File: src/rtl/rf_wb_sched_pkg.sv
// Shared constants for the register-file write-back scheduler.
// Also holds the source encoding used by the round-robin pointer.
package rf_wb_sched_pkg;

    localparam int unsigned DEF_AW = 5;
    localparam int unsigned DEF_DW = 32;
    localparam int unsigned NREG   = 2 ** DEF_AW;

    typedef enum logic {
        SRC_ALU = 1'b0,
        SRC_MEM = 1'b1
    } src_e;

endpackage

File: src/rtl/rf_scoreboard.sv
// Pending-write scoreboard: busy vector, set/clear, and RAW/WAW issue stall.
module rf_scoreboard
    import rf_wb_sched_pkg::*;
#(
    parameter int unsigned AW = DEF_AW
) (
    input  logic               clk,
    input  logic               rst_n,
    input  logic               issue_valid,
    input  logic [AW-1:0]      issue_rs1,
    input  logic [AW-1:0]      issue_rs2,
    input  logic [AW-1:0]      issue_rd,
    input  logic               issue_rd_we,
    input  logic               clr_en,
    input  logic [AW-1:0]      clr_addr,
    output logic [2**AW-1:0]   busy,
    output logic               issue_stall
);

    localparam int unsigned NR = 2 ** AW;

    logic [NR-1:0] busy_d;
    logic          rs1_hit;
    logic          rs2_hit;
    logic          rd_hit;
    logic          set_en;

    // Hazard compare and next busy vector; a set overrides a same-register clear.
    always_comb begin
        rs1_hit     = (issue_rs1 != '0) && busy[issue_rs1];
        rs2_hit     = (issue_rs2 != '0) && busy[issue_rs2];
        rd_hit      = issue_rd_we && (issue_rd != '0) && busy[issue_rd];
        issue_stall = issue_valid && (rs1_hit || rs2_hit || rd_hit);
        set_en      = issue_valid && !issue_stall && issue_rd_we && (issue_rd != '0);

        busy_d = busy;
        if (clr_en) begin
            busy_d[clr_addr] = 1'b0;
        end
        if (set_en) begin
            busy_d[issue_rd] = 1'b1;
        end
        busy_d[0] = 1'b0;
    end

    always_ff @(posedge clk or negedge rst_n) begin
        if (!rst_n) begin
            busy <= '0;
        end else begin
            busy <= busy_d;
        end
    end

endmodule

File: src/rtl/rf_wb_sched.sv
// Write-back scheduler: round-robin ALU/load arbitration onto the single
// register-file write port, plus the hazard scoreboard that gates issue.
module rf_wb_sched
    import rf_wb_sched_pkg::*;
#(
    parameter int unsigned AW = DEF_AW,
    parameter int unsigned DW = DEF_DW
) (
    input  logic               clk,
    input  logic               rst_n,
    input  logic               issue_valid,
    input  logic [AW-1:0]      issue_rs1,
    input  logic [AW-1:0]      issue_rs2,
    input  logic [AW-1:0]      issue_rd,
    input  logic               issue_rd_we,
    output logic               issue_stall,
    input  logic               alu_valid,
    input  logic [AW-1:0]      alu_rd,
    input  logic [DW-1:0]      alu_wd,
    output logic               alu_ready,
    input  logic               mem_valid,
    input  logic [AW-1:0]      mem_rd,
    input  logic [DW-1:0]      mem_wd,
    output logic               mem_ready,
    output logic               rf_we,
    output logic [AW-1:0]      rf_wa,
    output logic [DW-1:0]      rf_wd,
    output logic [2**AW-1:0]   busy,
    output logic               wb_err
);

    src_e          last_q;
    src_e          last_d;
    logic          grant_alu_c;
    logic          grant_mem_c;
    logic          grant_c;
    logic [AW-1:0] g_rd_c;
    logic [DW-1:0] g_wd_c;
    logic          we_d;
    logic [AW-1:0] wa_d;
    logic [DW-1:0] wd_d;
    logic          err_d;

    rf_scoreboard #(
        .AW (AW)
    ) u_sb (
        .clk         (clk),
        .rst_n       (rst_n),
        .issue_valid (issue_valid),
        .issue_rs1   (issue_rs1),
        .issue_rs2   (issue_rs2),
        .issue_rd    (issue_rd),
        .issue_rd_we (issue_rd_we),
        .clr_en      (rf_we),
        .clr_addr    (rf_wa),
        .busy        (busy),
        .issue_stall (issue_stall)
    );

    // Round-robin: on a tie the source not granted last time wins.
    always_comb begin
        grant_alu_c = alu_valid && (!mem_valid || (last_q == SRC_MEM));
        grant_mem_c = mem_valid && !grant_alu_c;
        grant_c     = grant_alu_c || grant_mem_c;
        g_rd_c      = grant_alu_c ? alu_rd : mem_rd;
        g_wd_c      = grant_alu_c ? alu_wd : mem_wd;
    end

    assign alu_ready = grant_alu_c;
    assign mem_ready = grant_mem_c;

    // Next write-port state; x0 grants are consumed without a write.
    always_comb begin
        we_d   = 1'b0;
        wa_d   = rf_wa;
        wd_d   = rf_wd;
        err_d  = wb_err;
        last_d = last_q;
        if (grant_c) begin
            we_d   = (g_rd_c != '0);
            wa_d   = g_rd_c;
            wd_d   = g_wd_c;
            last_d = grant_alu_c ? SRC_ALU : SRC_MEM;
            if ((g_rd_c != '0) && !busy[g_rd_c]) begin
                err_d = 1'b1;
            end
        end
    end

    always_ff @(posedge clk or negedge rst_n) begin
        if (!rst_n) begin
            rf_we  <= 1'b0;
            rf_wa  <= '0;
            rf_wd  <= '0;
            wb_err <= 1'b0;
            last_q <= SRC_MEM;
        end else begin
            rf_we  <= we_d;
            rf_wa  <= wa_d;
            rf_wd  <= wd_d;
            wb_err <= err_d;
            last_q <= last_d;
        end
    end

endmodule
File: config.mk
export PLATFORM = sky130hd
export DESIGN_NAME = rf_wb_sched
export DESIGN_NICKNAME = d
export VERILOG_FILES = /design/src/rtl/rf_wb_sched_pkg.sv /design/src/rtl/rf_scoreboard.sv /design/src/rtl/rf_wb_sched.sv
export SDC_FILE = /design/constraint.sdc
export NUM_CORES = 1
export LEC_CHECK = 0
export CAP_MARGIN = 20
export CORE_MARGIN = 2
export CORE_UTILIZATION = 43
export CTS_CLUSTER_SIZE = 10
export DETAILED_ROUTE_END_ITERATION = 10
export PLACE_DENSITY = 0.89
export SETUP_SLACK_MARGIN = 0.4
export SYNTH_ARGS = -nofsm -noshare
export SYNTH_HDL_FRONTEND = slang
export SYNTH_HIERARCHICAL = 1
export SYNTH_SLANG_ARGS = --single-unit
File: constraint.sdc
create_clock -name clk -period 2.32 [get_ports clk]
set_input_delay 0.464 -clock clk [delete_from_list [all_inputs] [get_ports clk]]
set_output_delay 0.464 -clock clk [all_outputs]
set_load 0.005 [all_outputs]
== Word-level counts from Yosys, hierarchy flattened ==
Index checks and enable logic that the tools add are counted.
Operators by class
  reduce and logical (&&, ||, !) cells: 26
  bitwise gates (word level): 3
  $lt $le $gt $ge: 7
  multiplexer cells: 18
Operators by type and width (count)
  two-way mux 32 bit: 3
  AND 32 bit: 1
  NOT 32 bit: 1
  bitwise OR 32 bit: 1
  < comparator 5 x 6 -> 1 bit (second input constant): 5
  binary-select mux 1 bit (select 5 bit): 4
  nonzero test 5 bit: 4
  logical AND 1 bit: 13
  demux 1 bit (select 5 bit): 2
  greater-or-equal comparator 5 x 1 -> 1 bit (second input constant): 2
  two-way mux 1 bit: 8
  two-way mux 5 bit: 1
  logical NOT 1 bit: 4
  logical OR 1 bit: 4
  AND reduction 2 bit: 1
Word-level totals
  logic and storage cells: 60
  output and inout port bits: 74
  register bits: 71
  input port bits: 95

== Longest topological paths before layout ==
Gate-level depths: netlist of run 1.
  depth after elaboration: 11
  gate-level depth with buffers: 8
  mapped depth without buffers: 6

== Modules after synthesis ==
Netlist of run 1, hierarchy kept.
Modules (own cells, without submodules)
  rf_scoreboard: area each 2725.1 µm², seq. area each 775.7 µm², times used 1, cells an instance 267
  rf_wb_sched: area each 2526.2 µm², seq. area each 1002.2 µm², times used 1, cells an instance 247

== Worst setup path before layout of run 1 ==
OpenSTA, ideal clock, no wires.
  path type: in2out
  start: in issue_rd[0]
  end: out issue_stall
  arrival: 2023 ps
  cell stages on the path: 8
  path buffers: 2
  slack: -167 ps
  data required time: 1856 ps
  path through: buf_6 -> buf_8 -> mux2_1 -> a22oi_2 -> a21oi_1 -> a2111o_1 -> and3_1 -> o21a_1
Between the ends
  cells in the longest elaborated chain, start to end: 5
  elaborated cells between the ends (all ways): 7
  those cells by class: 2 x mux; 5 x reduce/logical
Ends and longest elaborated chain
  start, declared: RTL line rf_wb_sched.sv:14  | input logic [AW-1:0] issue_rd,
  binary-select mux 1 bit (select 5 bit) / nonzero test 5 bit (equally long branches): RTL line rf_scoreboard.sv:32  | rd_hit = issue_rd_we && (issue_rd != '0) && busy[issue_rd];
  two-way mux 1 bit (implied by the code) / logical AND 1 bit (equally long branches): RTL line rf_scoreboard.sv:32
  logical AND 1 bit *: RTL line rf_scoreboard.sv:32
  logical OR 1 bit *: RTL line rf_scoreboard.sv:33  | issue_stall = issue_valid && (rs1_hit || rs2_hit || rd_hit);
  logical AND 1 bit *: RTL line rf_scoreboard.sv:33
  end, declared: RTL line rf_wb_sched.sv:16  | output logic issue_stall,
Mark *: on every way between the ends. The rest lies on a longest branch, timed or not. The select of a mux whose other input is x is not followed.

== Final worst setup path of run 1 ==
  start: reg u_sb.busy[2]
  end: out issue_stall
Between the ends
  cells in the longest elaborated chain, start to end: 6
  elaborated cells between the ends (all ways): 12
  those cells by class: 6 x mux; 6 x reduce/logical
Ends and longest elaborated chain
  start, declared: RTL line rf_scoreboard.sv:16  | output logic [2**AW-1:0] busy,
  start signal, assigned: RTL line rf_scoreboard.sv:50  | busy <= busy_d;
  binary-select mux 1 bit (select 5 bit), on equally long branches: RTL line rf_scoreboard.sv:30, rf_scoreboard.sv:31
  two-way mux 1 bit, on equally long branches: RTL line rf_scoreboard.sv:30, rf_scoreboard.sv:31
  logical AND 1 bit, on equally long branches: RTL line rf_scoreboard.sv:30, rf_scoreboard.sv:31
  logical OR 1 bit: RTL line rf_scoreboard.sv:33
  logical OR 1 bit *: RTL line rf_scoreboard.sv:33
  logical AND 1 bit *: RTL line rf_scoreboard.sv:33
Marks and branches as above.

==> impl_summary.log, run 1 <==
[metrics] run status: finished with violations
[metrics] failing checks: negative setup slack
[metrics] number of buffers inserted for hold repair after clock tree synthesis: 0
[metrics] hold violation total from the final report: 0
[metrics] type of the worst setup path: flip-flop to output pin
[metrics] Synth Instances: 514
[metrics] final worst setup slack: -0.4044 ns
[metrics] clk buf depth: 2
[metrics] number of global-route vias before repair: 5,728
[metrics] boundary pin count: 169
[metrics] detailed-routing iteration count for the pre-antenna-repair pass: 6
[metrics] Hold WC Path Type: input pin to asynchronous set/reset pin
[metrics] Synth async-reset ratio: 100.0%
[metrics] violation count after the first detailed-routing iteration: 774
[metrics] number of port buffers: 167
[metrics] area of the die: 0.01311 sq mm
[metrics] Final GP Congestion: 1.033
[metrics] number of distinct library cells after synthesis: 68
[metrics] core area: 0.01196 sq mm
[metrics] final routed DRC violation total: 0
[metrics] required time worst endpoint: 1.86 ns
[metrics] Post-synth EDFFs: 0
[metrics] Std-Cell Rows: 40
[metrics] Antenna Nets Post-Route: 0
[metrics] synthesis-to-finish area growth: 63.43%
[metrics] Die Height: 114.5 microns
[metrics] cell area after synthesis: 0.005251 sq mm
[metrics] post-placement worst setup slack: -1.076 ns
[metrics] per-cell via count in the routed design: 6.308
[metrics] total negative setup slack: -4.837 ns
[metrics] Final Cycle Share: 117.4%
[metrics] number of non-filler instances in the completed layout: 928
[metrics] Total Routed Length: 21,740 microns
[metrics] Final Total Pwr: 7.916 mW
[metrics] per-instance average area after synthesis: 10.22 sq um
[metrics] Root Driver: sky130_fd_sc_hd__clkbuf_16
[metrics] Max-Slew Margin vs Limit: 50.80%
[metrics] max-cap viol count: 0
[metrics] net count reported at finish: 871
[metrics] CP Max Fanout: 3
[metrics] largest clock skew in the final design: 0.01152 ns
[metrics] Net Count, Synth: 609
[metrics] number of placed instances, taps included: 890
[metrics] synthesized flop and latch total: 71
[metrics] placed wire-length estimate: 15,100 microns
[metrics] arrival time of data at the critical path endpoint: 2.26 ns
[metrics] number of fill cells: 825
[metrics] number of H-tree levels: 3
[metrics] GR Overflow Total: 0
[metrics] RSZ-0062 raised after global routing: true
[metrics] Total GRT Usage: 32.05%
[metrics] fraction of the core area covered by cells at the end of the flow: 71.75%
[metrics] initial antenna violation count: 0
[metrics] Die W: 114.5 microns
[metrics] number of buffers added by the clock tree synthesis step: 9
[metrics] top_reg_cell synth: sky130_fd_sc_hd__dfrtp_1
[metrics] Crit. End Element: output pin
[metrics] cell area power density: 922.3 mW/mm^2
[metrics] share of layout cells above drive strength 1: 35.21%
[metrics] Max Transition Viols Final: 0
[metrics] clock-pin transition on the worst setup and hold timing paths: 0.07 ns
[metrics] highest clock rate: 367.1 MHz
[metrics] WL/cell: 23.43 microns
[metrics] type of element launching the critical path: flip-flop
[metrics] final count of negative-setup-slack endpoints: 32
[metrics] TritonCTS clock tree: built
[metrics] total number of vias: 5,854
[metrics] sequential share of the synthesized area: 33.86%
[metrics] count of yosys warnings during synthesis: 6
[metrics] reported leakage power: 3.511 nW
[metrics] Initial Util: 43.90%
[metrics] clock latency reported for the late side of the worst-skew pair: 0.35 ns
[metrics] VDD IR-drop max: 0.0007302 V
[metrics] crit path time final: 2.724 ns
[metrics] slew at the pin with the worst max-slew slack: 0.7380 ns
[metrics] number of sinks driven by the clock tree: 71
[metrics] global-route wire length before repair: 31,930 microns
[metrics] largest net degree at the start of global routing: 65
[metrics] n_diodes: 0
==> synth_stat cells (all sizes together) (7+ instances only) <==
master	instances	share of area, %
mux2	20	4.4
o21ai	64	6.1
clkbuf	19	1.4
nor3	7	0.67
nand3	33	3.1
nor2	16	1.1
nand3b	10	1.4
nand4	10	1.5
nand2	45	3.3
o31ai	32	7.4
mux2i	44	8.4
inv	9	0.64
dfrtp	70	33
buf	28	4.2
mux4	23	10
==> flip-flops by register name (all words and copies together), names as in the netlist <==
register	flops
u_sb/busy	31
wb_err	1
last_q	1
rf_we	1
rf_wa	5
rf_wd	32
==> through the flow <==
stage	hold slack [ns]	instance area [sq um]
after floorplan	0.1684	5291
after global placement	0.4174	7704
after detailed placement	0.4234	7704
after CTS	0.05110	8353
after global routing	0.06598	8582
final	0.05583	8582
==> layout make-up <==
cell class                      count  area (sq um)  area share [%]
Inverter                            9         33.78          0.3936
Clock buffer                       11         252.7           2.945
Timing Repair Buffer              298          2864           33.37
Sequential cell                    71          1804           21.02
Clock inverter                      5         32.53          0.3791
Tap cell                          147         183.9           2.143
Multi-Input combinational cell    387          3411           39.74
==> layer usage <==
layer | wire length [microns] | global-route usage (%) | share of wire, % | vias up
met5 | 0 | 0 | 0 | -
met4 | 1116 | 16.59 | 5.1 | 0
met3 | 2325 | 6.988 | 11 | 104
met2 | 9973 | 52.74 | 46 | 484
met1 | 8328 | 39.56 | 38 | 2764
li1 | - | - | - | 2502
==> layout by cell type, fill, tap and decap left out, types with 16 or more instances in the layout <==
master,Yosys,final
sky130_fd_sc_hd__o31ai_2,30,16
sky130_fd_sc_hd__mux2i_1,44,44
sky130_fd_sc_hd__mux4_2,18,20
sky130_fd_sc_hd__dfrtp_1,70,49
sky130_fd_sc_hd__buf_6,11,16
sky130_fd_sc_hd__nand3_1,33,32
sky130_fd_sc_hd__clkdlybuf4s50_1,0,145
sky130_fd_sc_hd__nand2_1,44,44
sky130_fd_sc_hd__dfrtp_2,0,21
sky130_fd_sc_hd__buf_4,2,102
sky130_fd_sc_hd__o21ai_0,64,63
==> critical path, cell delays in order, from the launching register on <==
cell and delay, ns:
sky130_fd_sc_hd__dfrtp_2 0.43, sky130_fd_sc_hd__buf_6 0.13, sky130_fd_sc_hd__mux4_2 0.46, sky130_fd_sc_hd__nor3b_2 0.19, sky130_fd_sc_hd__nor3_2 0.06, sky130_fd_sc_hd__a31oi_2 0.18
sky130_fd_sc_hd__nand4_4 0.13, sky130_fd_sc_hd__o21a_1 0.21, sky130_fd_sc_hd__buf_2 0.13
==> where the power goes <==
| group | total (mW) | internal (mW) | switching, mW |
|---|---|---|---|
| combinational | 4.42 | 2.53 | 1.89 |
| clock | 1.34 | 0.778 | 0.561 |
| sequential | 2.16 | 1.63 | 0.533 |
| total | 7.92 | 4.94 | 2.98 |
==> cells by family (layout without fill, tap and decap cells) <==
| logic type | after synthesis | count (layout) | synth area share [%] |
|---|---|---|---|
| multiplexers | 87 | 87 | 23.04 |
| buffers and inverters | 56 | 323 | 6.242 |
| other | 1 | 1 | 0.07141 |
| flip-flops | 71 | 71 | 33.86 |
| AO/OA/AOI/OAI | 142 | 142 | 20.61 |
| AND/OR/NAND/NOR | 157 | 157 | 16.18 |
==> timing repair <==
action / CTS / global route
gates cloned: 3 / 1
setup endpoints to repair: 50 / 45
pin swaps: 17 / 8
endpoints found under the hold margin: 0 / 0
gates resized for setup: 81 / 48
setup buffers: 10 / 8
==> path summary, 6_finish.rpt <==
path / startpoint / end / slack, ns / depth (start not counted)
max: u_sb/busy[2]$_DFF_PN0_ / issue_stall / -0.40 / 8
min: rst_n / u_sb/busy[28]$_DFF_PN0_ / 0.06 / 1
max reg2reg: u_sb/busy[2]$_DFF_PN0_ / u_sb/busy[20]$_DFF_PN0_ / -0.19 / 11
min reg2reg: wb_err$_DFFE_PN0P_ / wb_err$_DFFE_PN0P_ / 0.52 / 2
max in group asynchronous: rst_n / last_q$_DFFE_PN1P_ / 1.54 / 2
min in group clk: mem_valid / last_q$_DFFE_PN1P_ / 0.47 / 3
(Power assumes the default switching activity.)
==> inputs of run 2 (changes only) <==
--- a/config.mk
+++ b/config.mk
@@ -10,8 +10,10 @@
 export CORE_UTILIZATION = 43
 export CTS_CLUSTER_SIZE = 10
 export DETAILED_ROUTE_END_ITERATION = 10
+export GPL_TIMING_DRIVEN = 0
 export PLACE_DENSITY = 0.89
 export SETUP_SLACK_MARGIN = 0.4
+export SLEW_MARGIN = 20
 export SYNTH_ARGS = -nofsm -noshare
 export SYNTH_HDL_FRONTEND = slang
 export SYNTH_HIERARCHICAL = 1
==> run 2 against run 1 <==
Net effect:
- the run still ends with negative setup slack left
- largest cell class unchanged
- combinational power shrank 14%
- maximum frequency down 5.1%
- count of clock-buffer cells in the layout shrank 2
- flip-flop and latch count is the same
- critical endpoint unchanged
==> impl_summary.log, run 2 (synthesis results as in run 1) <==
[metrics] number of sinks driven by the clock tree: 71 (unchanged)
[metrics] highest routing layer actually used: met4
[metrics] n_diodes: 0 (unchanged)
[metrics] delay contributed by the slowest stage of the critical path: 0.50 ns (+0.04 ns)
[metrics] worst reg-to-reg path cell count: 11 (unchanged)
[metrics] hold violation total from the final report: 0 (unchanged)
[metrics] violation count after the first detailed-routing iteration: 890 (+15%)
[metrics] critical path buffer and inverter count: 2 (unchanged)
[metrics] reported leakage power: 3.159 nW (-10%)
[metrics] cell breakdown of the critical path: mux4_2 > nand3b_1 > a31oi_2 > nand4_4 > buf_8 > o21a_1 > buf_2
[metrics] type of the worst setup path: flip-flop to output pin
[metrics] Total GRT Usage: 31.73% (-0.32 points)
[metrics] RSZ-0062 raised after global routing: true
[metrics] cell count along the critical path: 7 (-1)
[metrics] Hold WC Path Type: input pin to asynchronous set/reset pin
[metrics] synthesis-to-finish area growth: 54.66%
[metrics] core area: 0.01196 sq mm (unchanged)
[metrics] failing checks: negative setup slack
[metrics] slowest CP cell: sky130_fd_sc_hd__dfrtp_2
[metrics] Max-Slew Margin vs Limit: 50.58% (-0.22 points)
[metrics] met2 wire len: 10,360 microns (+3.8%)
[metrics] WL/cell: 25.43 microns (+8.5%)
[metrics] highest clock rate: 348.4 MHz (-5.1%)
[metrics] clock-pin transition on the worst setup and hold timing paths: 0.06 ns (about the same)
[metrics] metal1 wirelength: 7813 microns (-6.2%)
[metrics] boundary pin count: 169 (unchanged)
[metrics] largest net degree at the start of global routing: 40 (-38%)
[metrics] Max Transition Viols Final: 0 (unchanged)
[metrics] Std-Cell Rows: 40 (unchanged)
[metrics] placed cell area: 0.007064 sq mm (-8.3%)
[metrics] CP Max Fanout: 7 (+4)
[metrics] final count of negative-setup-slack endpoints: 32 (unchanged)
[metrics] global-route wire length before repair: 31,510 microns (-1.3%)
[metrics] final worst setup slack: -0.5499 ns (-0.1455 ns)
[metrics] per-cell via count in the routed design: 6.672 (+5.8%)
[metrics] number of H-tree levels: 3 (unchanged)
[metrics] Initial Util: 43.90% (unchanged)
[metrics] required time worst endpoint: 1.86 ns (about the same)
[metrics] biggest registers after layout: rf_wd x32, u_sb/busy x31, rf_wa x5
[metrics] placed wire-length estimate: 14,330 microns (-5.1%)
[metrics] Total Routed Length: 22,170 microns (+2.0%)
[metrics] number of port buffers: 157 (-6.0%)
[metrics] clk buf depth: 2 (unchanged)
[metrics] cell area power density: 956.1 mW/mm^2 (+3.7%)
[metrics] net count reported at finish: 815 (-6.4%)
[metrics] Die Height: 114.5 microns (unchanged)
[metrics] most common cell after layout, fill and taps aside: sky130_fd_sc_hd__clkdlybuf4s50_1
[metrics] Final Cycle Share: 123.7% (+6.3 points)
[metrics] initial antenna violation count: 0 (unchanged)
[metrics] number of buffers added by the clock tree synthesis step: 9 (unchanged)
[metrics] Die W: 114.5 microns (unchanged)
[metrics] Final GP Congestion: 0.9480 (-8.2%)
[metrics] share of layout cells above drive strength 1: 30.07% (-5.1 points)
[metrics] VDD IR-drop max: 0.0008240 V (+13%)
[metrics] post-route cell area: 0.008122 sq mm (-5.4%)
[metrics] crit path time final: 2.870 ns (+0.1455 ns)
[metrics] detailed-routing iteration count for the pre-antenna-repair pass: 6 (unchanged)
[metrics] most frequent cells in the layout: sky130_fd_sc_hd__clkdlybuf4s50_1 (141), sky130_fd_sc_hd__o21ai_0 (64), sky130_fd_sc_hd__nand2_1 (44), sky130_fd_sc_hd__mux2i_1 (44), sky130_fd_sc_hd__dfrtp_1 (41)
[metrics] post-placement worst setup slack: -1.395 ns (-0.3191 ns)
[metrics] clock latency reported for the late side of the worst-skew pair: 0.34 ns (about the same)
[metrics] run status: finished with violations
[metrics] TritonCTS clock tree: built
[metrics] total number of vias: 5,818 (-0.61%)
[metrics] Antenna Nets Post-Route: 0 (unchanged)
[metrics] max-cap viol count: 0 (unchanged)
[metrics] Root Driver: sky130_fd_sc_hd__clkbuf_16
[metrics] number of flip-flops in the largest register: 32 (unchanged)
[metrics] type of element launching the critical path: flip-flop
[metrics] register name with the most flops: rf_wd
[metrics] Crit. End Element: output pin
[metrics] Routed met3 length: 2863 microns (+23%)
[metrics] number of global-route vias before repair: 5,700 (-0.49%)
[metrics] area of the die: 0.01311 sq mm (unchanged)
[metrics] arrival time of data at the critical path endpoint: 2.41 ns (+0.15 ns)
[metrics] largest delay contributor family on the critical path: flip-flops
[metrics] largest clock skew in the final design: 0.007834 ns (-0.003683 ns)
[metrics] slew at the pin with the worst max-slew slack: 0.7413 ns (+0.003306 ns)
[metrics] final routed DRC violation total: 0 (unchanged)
[metrics] GR Overflow Total: 0 (unchanged)
run 2: cell type report:
cell class,instances,area (sq um)
Fill cell,844,3840
Multi-Input combinational cell,387,3502
Timing Repair Buffer,195,1903
Sequential cell,71,1814
Buffer,47,375.4
Clock buffer,9,225.2
Tap cell,147,183.9
Clock inverter,7,78.83
Inverter,9,38.79
run 2: per-layer routing:
layer  global-route usage, %  up-vias
met5                       0        -
met4                   17.15        0
met3                   8.999      114
met2                   52.66      534
met1                   37.12     2777
li1                        -     2393
run 2: path summary, 6_finish.rpt:
path                                         startpoint                      to  slack [ns]
worst max register to register  u_sb/busy[14]$_DFF_PN0_  u_sb/busy[4]$_DFF_PN0_       -0.46
worst min-delay path                              rst_n  u_sb/busy[8]$_DFF_PN0_        0.08
max in group asynchronous                         rst_n      last_q$_DFFE_PN1P_        1.61
worst max-delay path            u_sb/busy[14]$_DFF_PN0_             issue_stall       -0.55
worst min register to register       wb_err$_DFFE_PN0P_      wb_err$_DFFE_PN0P_        0.55
min in group clk                     wb_err$_DFFE_PN0P_      wb_err$_DFFE_PN0P_        0.55
run 2: what timing repair did:
item	in CTS	in global routing
pin swaps	6	15
setup endpoints to repair	80	47
endpoints found under the hold margin	0	0
gates cloned	0	1
buffers inserted	27	9
hold buffers	0	0
resized for setup	97	50
run 2: power by group:
part	switching, mW	internal, mW	total, mW
sequential	0.903	1.64	2.54
clock	0.580	0.844	1.42
combinational	1.65	2.15	3.80
total	3.14	4.63	7.76
run 2: per-stage QoR:
stage	power (mW)	setup TNS (ns)	utilization [%]	cells	hold WS [ns]
2_1_floorplan	3.604	-0.1395	-	514	0.1684
3_3_place_gp	5.168	-135.64	58.91	818	0.5042
3_5_place_dp	5.265	-20.04	59.06	819	0.4390
4_1_cts	7.244	-5.713	65.72	862	0.08807
5_1_grt	7.978	-10.95	67.90	872	0.1084
6_report	7.765	-10.30	67.90	872	0.07813
==> inputs of run 3 (changes only) <==
--- a/config.mk
+++ b/config.mk
@@ -7,11 +7,11 @@
 export LEC_CHECK = 0
 export CAP_MARGIN = 20
 export CORE_MARGIN = 2
-export CORE_UTILIZATION = 43
+export CORE_UTILIZATION = 47
 export CTS_CLUSTER_SIZE = 10
 export DETAILED_ROUTE_END_ITERATION = 10
 export GPL_TIMING_DRIVEN = 0
-export PLACE_DENSITY = 0.89
+export PLACE_DENSITY = 0.92
 export SETUP_SLACK_MARGIN = 0.4
 export SLEW_MARGIN = 20
 export SYNTH_ARGS = -nofsm -noshare
==> constraint.sdc (replaced) <==
create_clock -name clk -period 3.2 [get_ports clk]
set_input_delay 0.64 -clock clk [delete_from_list [all_inputs] [get_ports clk]]
set_output_delay 0.64 -clock clk [all_outputs]
set_load 0.005 [all_outputs]
==> run 3 against run 2 <==
Net effect:
- sequential power is 28% lower
- worst hold slack better by 0.12 ns
- the run now ends clean
- wire length fell by 5.5%
==> impl_summary.log, run 3 (synthesis results as in run 1) <==
[metrics] run status: completed
[metrics] Total GRT Usage: 34.53% (+2.8 points)
[metrics] Hold WC Path Type: input pin to asynchronous set/reset pin
[metrics] VDD IR-drop max: 0.0004739 V (-42%)
[metrics] Final Total Pwr: 4.735 mW (-39%)
[metrics] arrival time of data at the critical path endpoint: 2.45 ns (+0.04 ns)
[metrics] biggest registers after layout: rf_wd x32, u_sb/busy x31, rf_wa x5
[metrics] Initial Util: 48.23% (+4.3 points)
[metrics] number of placed instances, taps included: 812 (-0.85%)
[metrics] initial antenna violation count: 0 (unchanged)
[metrics] post-route cell area: 0.007512 sq mm (-7.5%)
[metrics] number of non-filler instances in the completed layout: 849 (-2.6%)
[metrics] register name with the most flops: rf_wd
[metrics] Crit. End Element: output pin
[metrics] highest routing layer actually used: met4
[metrics] clock-pin transition on the worst setup and hold timing paths: 0.09 ns (+0.03 ns)
[metrics] crit path time final: 3.093 ns
[metrics] reported leakage power: 2.963 nW (-6.2%)
[metrics] Std-Cell Rows: 38 (-5.0%)
[metrics] core area: 0.01089 sq mm (-9.0%)
[metrics] Total Routed Length: 20,960 microns (-5.5%)
[metrics] Root Driver: sky130_fd_sc_hd__clkbuf_8
[metrics] Antenna Nets Post-Route: 0 (unchanged)
[metrics] area of the die: 0.01203 sq mm (-8.2%)
[metrics] Max Transition Viols Final: 0 (unchanged)
[metrics] most common cell after layout, fill and taps aside: sky130_fd_sc_hd__clkdlybuf4s50_1
[metrics] boundary pin count: 169 (unchanged)
[metrics] total number of vias: 5,624 (-3.3%)
[metrics] Post-Route Hold Slack: 0.1955 ns (+0.1174 ns)
[metrics] Register-to-Register Setup Slack: 0.72 ns (+1.18 ns)
[metrics] largest clock skew in the final design: 0.01862 ns (+0.01079 ns)
[metrics] global-route wire length before repair: 30,950 microns (-1.8%)
[metrics] final routed DRC violation total: 0 (unchanged)
[metrics] n_diodes: 0 (unchanged)
[metrics] number of port buffers: 157 (unchanged)
[metrics] CP Max Fanout: 7 (unchanged)
[metrics] most frequent cells in the layout: sky130_fd_sc_hd__clkdlybuf4s50_1 (147), sky130_fd_sc_hd__o21ai_0 (64), sky130_fd_sc_hd__dfrtp_1 (56)
[metrics] number of buffers added by the clock tree synthesis step: 9 (unchanged)
[metrics] required time worst endpoint: 2.56 ns (+0.70 ns)
[metrics] met2 wire len: 9501 microns (-8.3%)
[metrics] per-cell via count in the routed design: 6.624 (-0.72%)
[metrics] RSZ-0062 raised after global routing: true
[metrics] Final GP Congestion: 0.9729 (+2.6%)
[metrics] detailed-routing iteration count for the pre-antenna-repair pass: 6 (unchanged)
[metrics] hold violation total from the final report: 0 (unchanged)
[metrics] number of fill cells: 809 (-4.1%)
[metrics] WL/cell: 24.69 microns (-2.9%)
[metrics] type of element launching the critical path: flip-flop
[metrics] slew at the pin with the worst max-slew slack: 0.7447 ns (+0.003328 ns)
[metrics] violation count after the first detailed-routing iteration: 764 (-14%)
[metrics] number of global-route vias before repair: 5,541 (-2.8%)
[metrics] placed wire-length estimate: 14,410 microns (+0.56%)
[metrics] Routed met3 length: 2706 microns (-5.5%)
[metrics] Final Cycle Share: 96.66%
[metrics] Die Height: 109.7 microns (-4.2%)
[metrics] total negative setup slack: 0 ns (+10.30 ns)
[metrics] number of flip-flops in the largest register: 32 (unchanged)
[metrics] TritonCTS clock tree: built
[metrics] synthesis-to-finish area growth: 43.05%
[metrics] number of H-tree levels: 3 (unchanged)
[metrics] final worst setup slack: 0.1070 ns (+0.6570 ns)
[metrics] clock latency reported for the late side of the worst-skew pair: 0.36 ns (+0.02 ns)
[metrics] max-cap viol count: 0 (unchanged)
[metrics] share of layout cells above drive strength 1: 26.09% (-4.0 points)
[metrics] post-placement worst setup slack: -0.8840 ns (+0.5107 ns)
[metrics] Max-Slew Margin vs Limit: 50.36% (-0.22 points)
[metrics] final count of negative-setup-slack endpoints: 0 (-100%)
[metrics] net count reported at finish: 799 (-2.0%)
[metrics] highest clock rate: 323.3 MHz
[metrics] type of the worst setup path: flip-flop to output pin
[metrics] cell area power density: 630.3 mW/mm^2 (-34%)
[metrics] placed cell area: 0.007033 sq mm (-0.44%)
[metrics] number of sinks driven by the clock tree: 71 (unchanged)
[metrics] clk buf depth: 2 (unchanged)
[metrics] GR Overflow Total: 0 (unchanged)
[metrics] largest net degree at the start of global routing: 49 (+23%)
[metrics] metal1 wirelength: 7569 microns (-3.1%)
[metrics] Die W: 109.7 microns (-4.2%)
[metrics] fraction of the core area covered by cells at the end of the flow: 69.00% (+1.1 points)
[run 3: cell types whose count changed in the layout (fill, tap and decap cells not counted), sizes merged]
cell,change
dlygate4sd2,-2
bufinv,-1
clkdlybuf4s15,-1
clkbuf,-3
clkinv,+2
dlymetal6s2s,-2
buf,-13
inv,-2
clkdlybuf4s50,+6
[run 3: critical path, cell delays in order, from the launching register on]
cell and delay, ns:
sky130_fd_sc_hd__dfrtp_2 0.50, sky130_fd_sc_hd__mux4_2 0.50, sky130_fd_sc_hd__nor3b_2 0.22, sky130_fd_sc_hd__nor3_2 0.09
sky130_fd_sc_hd__a31oi_4 0.20, sky130_fd_sc_hd__nand4_4 0.16, sky130_fd_sc_hd__buf_8 0.17, sky130_fd_sc_hd__o21a_1 0.16
sky130_fd_sc_hd__buf_2 0.12
[run 3: report_power, final]
part | leakage, nW | switching, mW | internal, mW | total, mW
combinational | 2.05 | 0.923 | 1.32 | 2.25
sequential | 0.838 | 0.664 | 1.17 | 1.83
clock | 0.0789 | 0.374 | 0.284 | 0.658
[run 3: repair_timing]
action                                  4_1_cts  5_1_grt
hold buffers                                  0        0
endpoints found under the setup margin        2        2
cloned                                        0        0
gates resized for setup                      79        3
pin swaps                                    11        1
buffers inserted                             19        2
hold endpoints to repair                      0        0
[run 3: layout make-up]
cell class	instances	area, sq um	area share [%]
clock buffer	10	127.6	1.699
sequential	71	1795	23.90
multi-input combinational	387	3243	43.17
clock inverter	6	45.04	0.5996
timing repair buffer	179	1745	23.23
buffer	47	341.6	4.547
tap	140	175.2	2.332
inverter	9	38.79	0.5163
[run 3: final timing paths]
check                                  startpoint                     end  cells after the start
max                        u_sb/busy[2]$_DFF_PN0_             issue_stall                      8
min                                         rst_n    rf_wa[3]$_DFFE_PN0P_                      1
max reg2reg                u_sb/busy[2]$_DFF_PN0_  u_sb/busy[6]$_DFF_PN0_                      8
min reg2reg                    wb_err$_DFFE_PN0P_      wb_err$_DFFE_PN0P_                      2
max in group asynchronous                   rst_n  u_sb/busy[2]$_DFF_PN0_                      2
min in group clk               wb_err$_DFFE_PN0P_      wb_err$_DFFE_PN0P_                      2
[run 3: per-layer routing]
layer	GRT usage, %	vias to the layer above
li1	-	2362
met1	41.60	2641
met2	56.44	512
met3	9.425	109
met4	18.17	0
met5	0	-
